--- src/rtl/ctrl_pkg.sv ---
// +----------------------------------------------------------------------+
// | ctrl_pkg: state, opcode and datapath-select encodings shared by the   |
// | multicycle control FSM.                                               |
// | Revision: 1.0                                                         |
// +----------------------------------------------------------------------+
`default_nettype none

package ctrl_pkg;

  typedef enum logic [3:0] {
    S_INIT      = 4'd0,
    S_FETCH     = 4'd1,
    S_DECODE    = 4'd2,
    S_IMM       = 4'd3,
    S_ALU_R     = 4'd4,
    S_ALU_RI    = 4'd5,
    S_ALU_WB    = 4'd6,
    S_BRANCH    = 4'd7,
    S_MEM_ADDR  = 4'd8,
    S_LOAD_MEM  = 4'd9,
    S_LOAD_WB   = 4'd10,
    S_STORE_MEM = 4'd11,
    S_JUMP      = 4'd12,
    S_HALT      = 4'd13,
    S_FAULT     = 4'd14
  } state_t;

  // ALU headers match only the top two opcode bits; the rest match three.
  localparam logic [1:0] ALU_R_HDR  = 2'b00;
  localparam logic [1:0] ALU_RI_HDR = 2'b01;
  localparam logic [2:0] BRANCH_HDR = 3'b100;
  localparam logic [2:0] MEMREF_HDR = 3'b101;
  localparam logic [2:0] JUMP_HDR   = 3'b110;
  localparam logic [5:0] LDI        = 6'b111000;
  localparam logic [5:0] HALT       = 6'b111111;

  localparam logic [1:0] ALU_ADD   = 2'b00;
  localparam logic [1:0] ALU_SUB   = 2'b01;
  localparam logic [1:0] ALU_FUNCT = 2'b10;
  localparam logic [1:0] ALU_OPC   = 2'b11;

  localparam logic [1:0] SRCB_B     = 2'b00;
  localparam logic [1:0] SRCB_ONE   = 2'b01;
  localparam logic [1:0] SRCB_IMM   = 2'b10;
  localparam logic [1:0] SRCB_BROFF = 2'b11;

  localparam logic [1:0] PC_ALU    = 2'b00;
  localparam logic [1:0] PC_ALUOUT = 2'b01;
  localparam logic [1:0] PC_JUMP   = 2'b10;

  localparam logic [1:0] WD_ALUOUT = 2'b00;
  localparam logic [1:0] WD_MDR    = 2'b01;
  localparam logic [1:0] WD_IMM    = 2'b10;

  function automatic logic is_mem_state(input state_t s);
    return (s == S_FETCH) || (s == S_LOAD_MEM) || (s == S_STORE_MEM);
  endfunction

endpackage

`default_nettype wire

--- src/rtl/mem_wait_timer.sv ---
// +----------------------------------------------------------------------+
// | mem_wait_timer: counts consecutive not-ready cycles in a memory state |
// | and flags when the count reaches MAX_WAIT.                            |
// | Revision: 1.0                                                         |
// +----------------------------------------------------------------------+
`default_nettype none

module mem_wait_timer #(
  parameter int MAX_WAIT = 15,
  parameter int WAIT_W   = 4
) (
  input  logic clk,
  input  logic rst_n,
  input  logic clear,
  input  logic count_en,
  output logic expired
);

  logic [WAIT_W-1:0] count;

  assign expired = (count == WAIT_W'(MAX_WAIT));

  // Holding at MAX_WAIT keeps the counter from wrapping if a state lingers.
  always_ff @(posedge clk or negedge rst_n) begin
    if (!rst_n) begin
      count <= '0;
    end else if (clear) begin
      count <= '0;
    end else if (count_en && !expired) begin
      count <= count + 1'b1;
    end
  end

endmodule

`default_nettype wire

--- src/rtl/multicycle_ctrl_fsm.sv ---
// +----------------------------------------------------------------------+
// | multicycle_ctrl_fsm: fetch/decode/execute/memory/write-back sequencer |
// | with memory-ready handshake, wait timeout, HALT and FAULT states.     |
// | Revision: 1.0                                                         |
// +----------------------------------------------------------------------+
`default_nettype none

module multicycle_ctrl_fsm #(
  parameter int OPCODE_W = 6,
  parameter int MAX_WAIT = 15,
  parameter int WAIT_W   = 4
) (
  input  logic                clk,
  input  logic                rst_n,
  input  logic [OPCODE_W-1:0] opcode,
  input  logic                mem_ready,
  output logic                pc_write,
  output logic                pc_write_cond,
  output logic                ir_write,
  output logic                reg_write,
  output logic                mem_read,
  output logic                mem_write,
  output logic                mem_i_or_d,
  output logic                alu_src_a,
  output logic [1:0]          alu_src_b,
  output logic [1:0]          alu_op,
  output logic [1:0]          pc_src,
  output logic [1:0]          reg_wdata_sel,
  output logic                instr_done,
  output logic                halted,
  output logic                fault,
  output logic [3:0]          state_o
);

  import ctrl_pkg::*;

  state_t     state;
  state_t     state_next;
  logic       expired;
  logic [2:0] hdr;
  logic [5:0] op_full;

  assign hdr     = opcode[OPCODE_W-1 -: 3];
  assign op_full = opcode[OPCODE_W-1 -: 6];
  assign state_o = state;

  mem_wait_timer #(
    .MAX_WAIT (MAX_WAIT),
    .WAIT_W   (WAIT_W)
  ) u_wait (
    .clk      (clk),
    .rst_n    (rst_n),
    .clear    (state_next != state),
    .count_en (is_mem_state(state) && !mem_ready),
    .expired  (expired)
  );

  always_ff @(posedge clk or negedge rst_n) begin
    if (!rst_n) state <= S_INIT;
    else        state <= state_next;
  end

  always_comb begin
    state_next    = state;
    pc_write      = 1'b0;
    pc_write_cond = 1'b0;
    ir_write      = 1'b0;
    reg_write     = 1'b0;
    mem_read      = 1'b0;
    mem_write     = 1'b0;
    mem_i_or_d    = 1'b0;
    alu_src_a     = 1'b0;
    alu_src_b     = SRCB_B;
    alu_op        = ALU_ADD;
    pc_src        = PC_ALU;
    reg_wdata_sel = WD_ALUOUT;
    halted        = 1'b0;
    fault         = 1'b0;

    case (state)
      S_INIT: state_next = S_FETCH;
      S_FETCH: begin
        mem_read  = 1'b1;
        alu_src_b = SRCB_ONE;
        ir_write  = mem_ready;
        pc_write  = mem_ready;
        if (mem_ready)    state_next = S_DECODE;
        else if (expired) state_next = S_FAULT;
      end
      S_DECODE: begin
        alu_src_b = SRCB_BROFF;
        if (hdr[2:1] == ALU_R_HDR)       state_next = S_ALU_R;
        else if (hdr[2:1] == ALU_RI_HDR) state_next = S_ALU_RI;
        else if (hdr == BRANCH_HDR)      state_next = S_BRANCH;
        else if (hdr == MEMREF_HDR)      state_next = S_MEM_ADDR;
        else if (hdr == JUMP_HDR)        state_next = S_JUMP;
        else if (op_full == LDI)         state_next = S_IMM;
        else if (op_full == HALT)        state_next = S_HALT;
        else                             state_next = S_FAULT;
      end
      S_IMM: begin
        reg_write     = 1'b1;
        reg_wdata_sel = WD_IMM;
        state_next    = S_FETCH;
      end
      S_ALU_R: begin
        alu_src_a  = 1'b1;
        alu_src_b  = SRCB_B;
        alu_op     = ALU_FUNCT;
        state_next = S_ALU_WB;
      end
      S_ALU_RI: begin
        alu_src_a  = 1'b1;
        alu_src_b  = SRCB_IMM;
        alu_op     = ALU_OPC;
        state_next = S_ALU_WB;
      end
      S_ALU_WB: begin
        reg_write     = 1'b1;
        reg_wdata_sel = WD_ALUOUT;
        state_next    = S_FETCH;
      end
      S_BRANCH: begin
        alu_src_a     = 1'b1;
        alu_op        = ALU_SUB;
        pc_write_cond = 1'b1;
        pc_src        = PC_ALUOUT;
        state_next    = S_FETCH;
      end
      S_MEM_ADDR: begin
        alu_src_a  = 1'b1;
        alu_src_b  = SRCB_IMM;
        state_next = opcode[2] ? S_STORE_MEM : S_LOAD_MEM;
      end
      S_LOAD_MEM: begin
        mem_read   = 1'b1;
        mem_i_or_d = 1'b1;
        if (mem_ready)    state_next = S_LOAD_WB;
        else if (expired) state_next = S_FAULT;
      end
      S_LOAD_WB: begin
        reg_write     = 1'b1;
        reg_wdata_sel = WD_MDR;
        state_next    = S_FETCH;
      end
      S_STORE_MEM: begin
        mem_write  = 1'b1;
        mem_i_or_d = 1'b1;
        if (mem_ready)    state_next = S_FETCH;
        else if (expired) state_next = S_FAULT;
      end
      S_JUMP: begin
        pc_write   = 1'b1;
        pc_src     = PC_JUMP;
        state_next = S_FETCH;
      end
      S_HALT:  halted = 1'b1;
      S_FAULT: fault  = 1'b1;
      default: state_next = S_FAULT;
    endcase
  end

  // Retirement is any transition back into FETCH from an executing state.
  assign instr_done = (state_next == S_FETCH) && (state != S_INIT) && (state != S_FETCH);

endmodule

`default_nettype wire

--- config.mk ---
export PLATFORM = sky130hd
export DESIGN_NAME = multicycle_ctrl_fsm
export DESIGN_NICKNAME = d
export VERILOG_FILES = /design/src/rtl/ctrl_pkg.sv /design/src/rtl/mem_wait_timer.sv /design/src/rtl/multicycle_ctrl_fsm.sv
export SDC_FILE = /design/constraint.sdc
export NUM_CORES = 1
export LEC_CHECK = 0
export BUFFER_PORTS_ARGS = -buffer_cell sky130_fd_sc_hd__buf_2
export CAP_MARGIN = 20
export CORE_MARGIN = 5
export CORE_UTILIZATION = 49
export DETAILED_ROUTE_END_ITERATION = 8
export PLACE_DENSITY = 0.79
export REMOVE_ABC_BUFFERS = 1
export SYNTH_ARGS = -nofsm -noshare
export SYNTH_HDL_FRONTEND = slang
export SYNTH_SLANG_ARGS = --single-unit
--- constraint.sdc ---
create_clock -name clk -period 2.1 [get_ports clk]
set_clock_uncertainty 0.2 [all_clocks]
set_input_delay 0.315 -clock clk [delete_from_list [all_inputs] [get_ports clk]]
set_output_delay 0.315 -clock clk [all_outputs]
set_load 0.01 [all_outputs]
==> out/results.tsv, run 1 <==
metric	value	unit
yosysWarnings	0	
grt_pass1_wl	5200	um
start_kind	flip-flop	
syn2layout_area_growth	73.6	%
setup.worst_path.class	flip-flop to output pin	
gp_congestion	0.842	
r2r-start	u_wait.count[0]	
fin_area	1550	um^2
cellPowerDensity	1300	nW/um^2
timing.hold.ws	284	ps
core-area	1730	um^2
cts.sinks	8	
hold_class	primary input to async pin	
maxCapViolations	0	
syn-instance-count	110	
die-area	2770	um^2
h-tree-depth	1	
grt_use_total	25.8	%
yosys.area.top_type	dfrtp_1	
clockRootBuffer	clkbuf_4	
clkTransAtPathRegs	60	ps
worst_ep_arrival_time	1830	ps
drtIter0Drc	51	
setup_violations	5	
fillerInstances	86	
synth_seq_cells	8	
post-place-ws	-268	ps
worstPathRequired	1580	ps
drcViolationCount	0	
synth-edff-count	0	
avgViaCountPerCell	6.22	
rsz0062_at_grt	true	
slew-limit-headroom	73.8	%
cts_tree	built	
r2r_cells	8	
crit_family	compound AO/OA/AOI/OAI gates	
die_w	52.6	um
drt-wirelength-per-cell	19.1	um
ir_worst_vdd	0.00113	V
netlist_area	891	um^2
antennaDiodeCount	0	
period_share	112	%
synth-seq-area-share	22.5	%
path_buf_inv	1	
drt_wl_total	3820	um
drive_above_1_share	60.0	%
synth_cell_types	48	
worstPathMaxFanout	6	
cts_buffers	3	
crit_path_top_delay_cell	dfrtp_2	
ys_top_cells_by_area	dfrtp_1 22%, nor2_1 5.1%, nand2_1 3.8%, nand2b_1 3.5%, o2111ai_2 3.4%	
rr_endpoint	u_wait.count[1]	
nNetsFinal	187	
io_buffers	31	
worst_slew_pin_slew	389	ps
violations	negative setup slack	
overflow	0	
clockBufferDepth	2	
ys.flop_type	dfrtp_1	
crit_path_max_incr_delay	490	ps
final_max_slew_viol_count	0	
grt_pass1_vias	1108	
grt_max_degree	10	
antenna_found_initial	0	
path_cells	o21ai_0 > o211ai_1 > nand2_1 > o311ai_4 > nor4_2 > buf_2	
tns	-883	ps
hpwlAfterDp	2110	um
ys_async_sr_fraction	100	%
rrSetupSlack	-200	ps
routed-via-count	1244	
yosysTopAreaCellShare	22.5	%
crit_path_end_kind	output pin	
firstDrtPassIters	4	
syn-mean-instance-area	8.10	um^2
initial_core_util	51.6	%
hold_violations	0	
power_leakage	0.000733	uW
clkLatencyLatePin	270	ps
setup_slack	-245	ps
rows	15	
post_dp_cell_area	1200	um^2
die_y	52.6	um
ios	32	
drtAntennaViolNets	0	
fmax	0.426	GHz
fin_crit	2350	ps
status	finished, violations left	
[cells in the final DEF, fill, tap and decap left out, drive strengths merged, types with 3 or more instances in the layout]
master,n
a31oi,3
buf,69
clkbuf,3
dfrtp,8
inv,5
nand2,9
nand2b,5
nand4,4
nor2,12
nor2b,3
nor3,4
nor4,5
o21ai,5
xnor2,3
xor2,4
[repair_timing]
item / 4_1_cts / 5_1_grt
endpoints found under the setup margin: 3 / 10
hold endpoints to repair: 8 / 0
hold buffers: 1 / 0
setup buffers: 9 / 11
pin swaps: 7 / 6
gates resized for setup: 20 / 24
[flip-flops by register name (all words and copies together) (netlist names)]
| register | count |
|---|---|
| state_o | 4 |
| u_wait.count | 4 |
[worst max path at each step]
stage,startpoint,slack [ps],to,cells after the start
after global placement,opcode[0],-170,instr_done,6
after detailed placement,opcode[0],-270,instr_done,6
final,state_o[0],-250,instr_done,6
after CTS,opcode[2],-170,instr_done,6
after floorplan,state_o[0],-60,pc_write,3
after global routing,state_o[3],-320,instr_done,5
[power breakdown]
part           leakage (uW)  total, uW  switching (uW)  internal, uW
sequential         0.000101        294            96.1           198
clock             0.0000138        122            56.7          65.7
combinational      0.000618       1590             825           764
[metrics by stage]
step / util, % / std cells / total power [uW]
after floorplan: - / 102 / 914
after global placement: 69.3 / 179 / 1350
after detailed placement: 69.3 / 179 / 1390
after CTS: 80.1 / 192 / 1660
after global routing: 89.6 / 200 / 2130
final: 89.6 / 200 / 2010
[Yosys cell counts (2+ instances only)]
library cell and count:
o21ai_0 5, buf_2 4, xor2_1 3, inv_1 4, dfrtp_1 8, nand3_1 2, xnor2_1 3, a21o_1 2
nor4_1 4, o2111ai_2 2, nor2_1 12, nand2_1 9, nand4_1 4, buf_1 2, nor2b_1 3, a31oi_1 3
or2_2 2, nand2b_1 5, nor3_1 4
[layout make-up]
class | instances | area [um^2] | area share (%)
Multi-Input combinational cell | 89 | 774 | 50.1
Timing Repair Buffer | 70 | 489 | 31.6
Sequential cell | 8 | 205 | 13.3
Tap cell | 25 | 31.3 | 2.02
Inverter | 5 | 23.8 | 1.54
Clock buffer | 3 | 22.5 | 1.46
[cells by family (layout without fill, tap and decap cells)]
family          after synthesis  in the layout  synth area share, %
compound gates               24             24                 23.0
mux                           1              1                 1.12
fa+ha+maj                     1              1                 1.40
flops                         8              8                 22.5
xor+xnor                      7              7                 7.73
simple gates                 56             56                 37.8
buf+inv                      13             78                 6.46
[routing by layer]
metal | vias to the layer above | share of wire, % | global-route usage [%] | wire, um
li1 | 537 | - | - | -
met1 | 593 | 38 | 28.9 | 1440
met2 | 92 | 49 | 47.1 | 1870
met3 | 22 | 8.4 | 6.55 | 321
met4 | 0 | 4.8 | 7.23 | 185
met5 | - | 0 | 0 | 0
(Power assumes the default switching activity.)
==> run 2: changes to the inputs <==
--- a/config.mk
+++ b/config.mk
@@ -8,10 +8,11 @@
 export BUFFER_PORTS_ARGS = -buffer_cell sky130_fd_sc_hd__buf_2
 export CAP_MARGIN = 20
 export CORE_MARGIN = 5
-export CORE_UTILIZATION = 49
+export CORE_UTILIZATION = 50
 export DETAILED_ROUTE_END_ITERATION = 8
 export PLACE_DENSITY = 0.79
 export REMOVE_ABC_BUFFERS = 1
 export SYNTH_ARGS = -nofsm -noshare
 export SYNTH_HDL_FRONTEND = slang
+export SYNTH_HIERARCHICAL = 1
 export SYNTH_SLANG_ARGS = --single-unit
==> run 2 against run 1 <==
Worst setup slack got worse by 250 ps. The run still ends with negative setup slack left. First-iteration DRC count increased by 88%. Via count grew 20%. Fmax shrank 9.7%. Largest power group unchanged.
==> out/results.tsv, run 2 <==
metric	value	unit	change
status	finished, violations left		
violations	negative setup slack		
wl_met2	2340	um	+25%
yosys-top-cells-count	21 x nor2_1, 13 x nand2_1, 10 x a21oi_1		
worstPathRequired	1580	ps	about the same
die_y	53.8	um	+2.3%
yosysWarnings	6		+6
ir_worst_vdd	0.00104	V	-7.7%
crit_path_max_incr_delay	400	ps	-90 ps
syn-instance-count	126		+15%
setup_slack	-498	ps	-252 ps
synth_seq_cells	8		unchanged
rows	15		unchanged
maxCapViolations	0		unchanged
crit_path_top_delay_cell	dfrtp_1		
synth-edff-count	0		unchanged
path_cells	ha_2 > and3_4 > nor2_2 > o22a_1 > o31ai_4 > buf_4 > a211o_1 > nor3_2 > buf_2		
io_buffers	31		unchanged
power.total	2300	uW	+14%
yosysTopAreaCellShare	20.8	%	-1.6 points
power_leakage	0.000831	uW	+13%
crit_path_end_kind	output pin		
final_common_cell	buf_4		
ys_top_cells_by_area	dfrtp_1 21%, nor2_1 8.2%, a21oi_1 5.2%, nand2_1 5.1%, nor4b_4 2.5%		
start_kind	flip-flop		
avgViaCountPerCell	6.55		+5.2%
drtAntennaViolNets	0		unchanged
ios	32		unchanged
grt_max_degree	19		+9
cts.sinks	8		unchanged
antenna_found_initial	0		unchanged
period_share	124	%	+12 points
overflow	0		unchanged
layout_common_cells	40 x buf_4, 30 x buf_2, 16 x nor2_1, 11 x nand2_1, 10 x buf_6		
r2r-start	u_wait/count[0]		
grt_pass1_wl	5500	um	+5.7%
synth-seq-area-share	20.8	%	-1.6 points
h-tree-depth	1		unchanged
ys.flop_type	dfrtp_1		
cellPowerDensity	1350	nW/um^2	+4.4%
hold_class	primary input to async pin		
initial_core_util	53.9	%	+2.3 points
clockBufferDepth	2		unchanged
fmax	0.385	GHz	-9.7%
synth_most_common_cell	nor2_1		
slew-limit-headroom	72.0	%	-1.7 points
crit_start	u_wait/count[0]		
drtIter0Drc	96		+88%
cts_buffers	3		unchanged
post-place-ws	-309	ps	-40.7 ps
die_w	53.8	um	+2.3%
syn2layout_area_growth	76.4	%	
die-area	2900	um^2	+4.6%
drt-wirelength-per-cell	22.0	um	+15%
ys_async_sr_fraction	100	%	unchanged
final_max_slew_viol_count	0		unchanged
multiInputGateArea	817	um^2	+5.5%
syn-mean-instance-area	7.63	um^2	-5.8%
setup_violations	15		+10
routed-via-count	1499		+20%
grt_pass1_vias	1211		+9.3%
nNetsFinal	216		+16%
cts_tree	built		
clockRootBuffer	clkbuf_4		
synth_cell_types	51		+6.3%
drive_above_1_share	61.8	%	+1.8 points
drt_wl_total	5040	um	+32%
firstDrtPassIters	5		+1
fin_crit	2600	ps	+252 ps
wl_met1	1720	um	+19%
netlist_area	961	um^2	+7.9%
core-area	1780	um^2	+3.3%
drcViolationCount	0		unchanged
top_layer	met4		
r2r_cells	10		+2
grt_use_total	26.4	%	+0.62 points
worst_slew_pin_slew	409	ps	+19.8 ps
yosys.area.top_type	dfrtp_1		
fillerInstances	53		-38%
seq_area	205	um^2	unchanged
worst_ep_arrival_time	2080	ps	+250 ps
hpwlAfterDp	2310	um	+9.5%
gp_congestion	0.946		+12%
clkLatencyLatePin	240	ps	-30 ps
worstPathMaxFanout	4		-2
setup.worst_path.class	flip-flop to output pin		
hold_violations	0		unchanged
wl_met3	548	um	+71%
clkTransAtPathRegs	50	ps	about the same
antennaDiodeCount	0		unchanged
rsz0062_at_grt	true		
## run 2: cells by family (layout without fill, tap and decap cells)
logic type / count (synthesis) / in the layout / share of synthesized area, %
AND/OR/NAND/NOR: 63 / 63 / 37.1
buffers and inverters: 12 / 90 / 7.68
AO/OA/AOI/OAI: 37 / 37 / 27.6
XOR/XNOR: 2 / 2 / 1.82
adder cells (fa/ha/maj): 1 / 1 / 1.30
multiplexers: 3 / 3 / 3.65
flip-flops: 8 / 8 / 20.8
## run 2: area by class of cell
cell class,count,area share (%)
clock buffers,3,1.33
inverters,5,1.55
multi-input cells,106,48.2
flip-flops and latches,8,12.1
well taps,25,1.85
repair buffers,82,35.0
## run 2: per-stage QoR
stage                     cell area [um^2]  hold WS (ps)  utilization, %  instances  setup TNS (ps)
after floorplan                        906          -181               -        119            -655
after global placement                1330         -44.1            74.3        206            -786
after detailed placement              1330         -42.1            74.3        206           -1190
after CTS                             1540           224            86.3        222           -1180
after global routing                  1700           246            95.1        229           -4530
final                                 1700           239            95.1        229           -3280
## run 2: what timing repair did
item | in CTS | in global routing
hold endpoints to repair | 8 | 0
hold buffers | 1 | 0
gates resized for setup | 24 | 27
setup buffers | 12 | 8
cloned | 0 | 0
pin swaps | 13 | 10
endpoints found under the setup margin | 8 | 15
## run 2: final timing paths
path,slack (ps),end
max reg2reg,-480,u_wait/count[1]
min reg2reg,510,u_wait/count[2]
min,240,u_wait/count[0]
min in group clk,510,u_wait/count[2]
max in group asynchronous,1280,state_o[2]
max,-500,instr_done
## run 2: power breakdown
group          internal, uW  total [uW]  switching [uW]
clock network          64.7         106            41.4
registers               198         277            79.2
logic                   941        1910             972
total                  1200        2300            1090
## run 2: layer usage
layer	track usage [%]	vias up
met2	49.2	169
met1	30.0	658
met3	1.94	55
li1	-	617
met4	11.9	0
met5	0	-
## run 2: critical path: cells and delay by family (launching register included)
family                   cells  cell delay [ps]
flip-flops                   1              400
adder cells (fa/ha/maj)      1              210
AND/OR/NAND/NOR              3              380
AO/OA/AOI/OAI                3              530
buffers and inverters        2              320
